File: src/rtl/ldl_piso_shifter.sv
// Parallel-in/serial-out shifter: loads a LEVEL-sub-word word and emits one
// WIDTH-bit sub-word per output handshake, least-significant sub-word first.
module ldl_piso_shifter #(
    parameter int WIDTH = 8,
    parameter int LEVEL = 4
) (
    input  logic                     clk,
    input  logic                     rst,
    input  logic                     in_valid,
    output logic                     in_ready,
    input  logic [LEVEL*WIDTH-1:0]   in_data,
    output logic                     out_valid,
    input  logic                     out_ready,
    output logic [WIDTH-1:0]         out_data,
    output logic                     out_last,
    output logic                     busy
);

    localparam int BW = LEVEL * WIDTH;
    localparam int CW = $clog2(LEVEL + 1);
    localparam logic [CW-1:0] CNT_ZERO = CW'(0);
    localparam logic [CW-1:0] CNT_ONE  = CW'(1);
    localparam logic [CW-1:0] CNT_FULL = CW'(LEVEL);

    logic [BW-1:0] buff_q, buff_d;
    logic [CW-1:0] cnt_q,  cnt_d;
    logic          in_fire_s;
    logic          out_fire_s;

    // Accepting on the last sub-word's handshake lets words stream without a bubble.
    assign out_valid  = (cnt_q != CNT_ZERO);
    assign busy       = out_valid;
    assign out_data   = buff_q[WIDTH-1:0];
    assign out_last   = (cnt_q == CNT_ONE);
    assign in_ready   = (cnt_q == CNT_ZERO) | ((cnt_q == CNT_ONE) & out_ready);
    assign in_fire_s  = in_valid & in_ready;
    assign out_fire_s = out_valid & out_ready;

    // Next state: a load wins over a shift in the same cycle.
    always_comb begin
        buff_d = buff_q;
        cnt_d  = cnt_q;
        if (in_fire_s) begin
            buff_d = in_data;
            cnt_d  = CNT_FULL;
        end else if (out_fire_s) begin
            buff_d = buff_q >> WIDTH;
            cnt_d  = cnt_q - CNT_ONE;
        end else begin
            buff_d = buff_q;
            cnt_d  = cnt_q;
        end
    end

    // State registers with synchronous reset that discards any partial word.
    always_ff @(posedge clk) begin
        if (rst) begin
            buff_q <= '0;
            cnt_q  <= CNT_ZERO;
        end else begin
            buff_q <= buff_d;
            cnt_q  <= cnt_d;
        end
    end

endmodule

File: config.mk
export PLATFORM = sky130hd
export DESIGN_NAME = ldl_piso_shifter
export DESIGN_NICKNAME = d
export VERILOG_FILES = /design/src/rtl/ldl_piso_shifter.sv
export SDC_FILE = /design/constraint.sdc
export NUM_CORES = 1
export LEC_CHECK = 0
export ABC_AREA = 1
export BUFFER_PORTS_ARGS = -buffer_cell sky130_fd_sc_hd__buf_2
export CORE_ASPECT_RATIO = 0.8
export CORE_MARGIN = 5
export CORE_UTILIZATION = 52
export DETAILED_ROUTE_END_ITERATION = 10
export PLACE_DENSITY = 0.79
export SETUP_SLACK_MARGIN = 0.3
export SLEW_MARGIN = 30
export SYNTH_ARGS = -nofsm -noshare
export SYNTH_HDL_FRONTEND = slang
export SYNTH_SLANG_ARGS = --single-unit
export TNS_END_PERCENT = 100
File: constraint.sdc
create_clock -name clk -period 1.8 [get_ports clk]
set_clock_uncertainty 0.1 [all_clocks]
set_input_delay 0.27 -clock clk [delete_from_list [all_inputs] [get_ports clk]]
set_output_delay 0.27 -clock clk [all_outputs]
set_load 0.05 [all_outputs]
==> flow_metrics.env <==
export IMPL_status="finished clean"
export IMPL_n_antenna_cell=0
export IMPL_synth_top_area_share_pct=37.4
export IMPL_postLayoutSetupSlackWorst_ps=227
export IMPL_groute_usage_overall_pct=17.2
export IMPL_worst_path_max_delay_cell="sky130_fd_sc_hd__dfxtp_4"
export IMPL_period_share_pct=87.4
export IMPL_width_of_the_chip_um=77.1
export IMPL_worst_slew_margin_rel_pct=68.9
export IMPL_yosys_warnings=0
export IMPL_cp_buffers_inverters=3
export IMPL_drt_drc_violations_left=0
export IMPL_final_seq_area_um2=706
export IMPL_final_core_utilization_pct=71.4
export IMPL_yosys_top_cell_by_area="sky130_fd_sc_hd__dfxtp_1"
export IMPL_grt_max_degree=50
export IMPL_dp_worst_setup_slack_ps=253
export IMPL_netlist_cell_type_count=19
export IMPL_insertion_delay_ps=290
export IMPL_wire_length_of_the_first_global_routing_pass_um=6890
export IMPL_cts_sinks=35
export IMPL_r2r_worst_path_cells=10
export IMPL_worstPathArrival_ps=1650
export IMPL_die_area_um2=4910
export IMPL_post_route_cell_area_um2=2460
export IMPL_setup_tns_final_ps=0
export IMPL_clockRootBuffer="sky130_fd_sc_hd__clkbuf_8"
export IMPL_finalCriticalPeriod_ps=1570
export IMPL_cts_tree="yes"
export IMPL_final_wtd_congestion=0.768
export IMPL_max_freq_ghz=0.636
export IMPL_post_drt_wl_per_cell_um=13.1
export IMPL_cts_buffers=5
export IMPL_multi_input_area_um2=978
export IMPL_finalHoldViolations=0
export IMPL_antenna_found_initial=0
export IMPL_routed_via_count=1880
export IMPL_overall_die_height_um=63.7
export IMPL_cpLargestDelayFamily="simple AND/OR/NAND/NOR gates"
export IMPL_ratio_of_cells_with_drive_above_1_in_the_final_layout_pct=28.8
export IMPL_kind_of_launch_point_of_the_worst_setup_path="flop"
export IMPL_dp_hpwl_um=2590
export IMPL_min_path_type="in -> reg"
export IMPL_synth_cell_area_um2=1870
export IMPL_level_count_of_the_clock_h_tree=2
export IMPL_rsz0062_at_grt="yes"
export IMPL_placement_cell_area_um2=2070
export IMPL_hold_wc_startpoint="in_data[31]"
export IMPL_postCtsHoldBufs=0
export IMPL_min_delay_worst_endpoint="buff_q[31]"
export IMPL_global_route_overflow_total=0
export IMPL_timing_worst_slew_pin_value_ps=467
export IMPL_cp_depth=10
export IMPL_power_density_nw_per_um2=1500
export IMPL_setup_viol=0
export IMPL_viasPerCell=5.05
export IMPL_r2r_end="buff_q[15]"
export IMPL_cap_viol_max_count=0
export IMPL_initial_utilization_pct=54.4
export IMPL_area_delta_synth_final_pct=31.3
export IMPL_postRouteWirelength_um=4880
export IMPL_synthesis_area_per_instance_um2=6.53
export IMPL_leakagePower_nw=1.13
export IMPL_critical_path_reg2reg_startpoint="cnt_q[0]"
export IMPL_detail_route_antenna_nets=0
export IMPL_crit_path_cell_trace="inv_4 -> ha_4 -> nand2_8 -> nand2_8 -> buf_4 -> buf_12 -> nand3_1 -> nand2_1 -> nor2_1 -> nor2_1"
export IMPL_firstDrtPassIters=4
export IMPL_synthTopCellsByArea="sky130_fd_sc_hd__dfxtp_1 37%, sky130_fd_sc_hd__nor2_1 9.8%, sky130_fd_sc_hd__nand2_1 9.4%, sky130_fd_sc_hd__a21oi_1 9.1%, sky130_fd_sc_hd__nand3_1 7.5%"
export IMPL_i_o_pin_count=48
export IMPL_layout_nets=368
export IMPL_number_of_nets_produced_by_synthesis=326
export IMPL_holdPathStages=3
export IMPL_cts_reportedPaths_clkPinSlew_ps=70
export IMPL_longest_individual_stage_delay_on_the_worst_path_ps=380
export IMPL_critical_path_endpoint_type="flop"
export IMPL_port_buffers=47
export IMPL_cts_root_to_sink_buffers=2
export IMPL_drt_first_iter_violations=156
export IMPL_synth_seq_cells=35
export IMPL_timing_critical_path_required_ps=1880
export IMPL_path_max_fanout=17
export IMPL_first_global_vias=1630
export IMPL_core_area_um2=3450
export IMPL_synth_yosys_seq_area_share_pct=37.4
export IMPL_r2r_setup_slack_ps=230
export IMPL_critical_setup_path_class="reg -> reg"
export IMPL_fillers=297
export IMPL_ir_drop_mv=0.682
export IMPL_std_cell_rows=19
export IMPL_final_max_slew_viol_count=0
export IMPL_timing_hold_ws_ps=116
export IMPL_syn_instance_count=287
report_power, final:
part / switching, mW / internal (mW) / leakage (nW) / total, mW
Clock: 0.292 / 0.272 / 0.0422 / 0.563
Sequential: 0.101 / 0.971 / 0.290 / 1.07
Combinational: 1.22 / 0.839 / 0.796 / 2.05
state kept, by name (all words and copies together), names as in the netlist:
signal and flops:
buff_q 32, cnt_q 3
kinds of logic (layout without fill, tap and decap cells):
group           after synthesis  after routing  share of synthesized area [%]
compound gates               59             59                           15.9
simple gates                130            130                           29.0
buf+inv                      60            103                           15.8
fa+ha+maj                     3              3                           2.00
flops                        35             35                           37.4
stage by stage:
stage          instances  power, mW
3_5_place_dp         352       2.55
3_3_place_gp         352       2.53
5_1_grt              372       3.93
6_report             372       3.69
2_1_floorplan        287       2.37
4_1_cts              367       3.33
how the worst max path moves through the flow:
stage | from | endpoint | slack, ps
5_1_grt | cnt_q[0] | buff_q[15] | 110
2_1_floorplan | cnt_q[0] | buff_q[10] | 300
3_3_place_gp | cnt_q[1] | buff_q[11] | 290
4_1_cts | cnt_q[0] | in_ready | 250
3_5_place_dp | cnt_q[0] | buff_q[29] | 250
6_report | cnt_q[0] | buff_q[15] | 230
worst min-delay path, stage by stage:
cell                      delay, ps
sky130_fd_sc_hd__buf_2           90
sky130_fd_sc_hd__nand2_1         50
sky130_fd_sc_hd__a21oi_1         50
synth_stat cells, drive strengths merged:
library cell   n
a21boi         1
a21oi         34
buf           24
clkbuf         4
dfxtp         35
ha             3
inv           32
nand2         52
nand3         28
nor2          49
o21ai         24
or2            1
layout by cell type (no fill, tap or decap), types with 4 or more instances in the layout:
cell type,n
sky130_fd_sc_hd__nor2_1,47
sky130_fd_sc_hd__nand2_1,46
sky130_fd_sc_hd__buf_2,43
sky130_fd_sc_hd__a21oi_1,33
sky130_fd_sc_hd__dfxtp_1,33
sky130_fd_sc_hd__inv_1,26
sky130_fd_sc_hd__nand3_1,23
sky130_fd_sc_hd__o21ai_1,13
sky130_fd_sc_hd__o21ai_0,10
sky130_fd_sc_hd__buf_4,7
sky130_fd_sc_hd__clkbuf_8,5
sky130_fd_sc_hd__nand3_2,4
sky130_fd_sc_hd__buf_6,4
cell type report:
class	instances	area share (%)
clock buffers	7	3.10
multi-input cells	192	39.8
clock inverters	1	0.203
well taps	42	2.14
repair buffers	63	20.5
inverters	32	5.59
flip-flops and latches	35	28.7
layer usage:
| layer | routed length, um | global-route usage [%] | vias to the layer above |
|---|---|---|---|
| met2 | 2360 | 27.6 | 58 |
| met5 | 0 | 0 | - |
| li1 | - | - | 980 |
| met4 | 87 | 8.80 | 0 |
| met3 | 362 | 4.84 | 10 |
| met1 | 2070 | 20.9 | 832 |
repair_timing:
| item | in CTS | in global routing |
|---|---|---|
| pin swaps | 3 | 6 |
| buffers inserted | 6 | 0 |
| endpoints found under the setup margin | 36 | 38 |
| cloned | 1 | 5 |
| gates resized for setup | 22 | 26 |
| endpoints found under the hold margin | 0 | 0 |
Note: power is estimated with default switching activity, not from simulation.
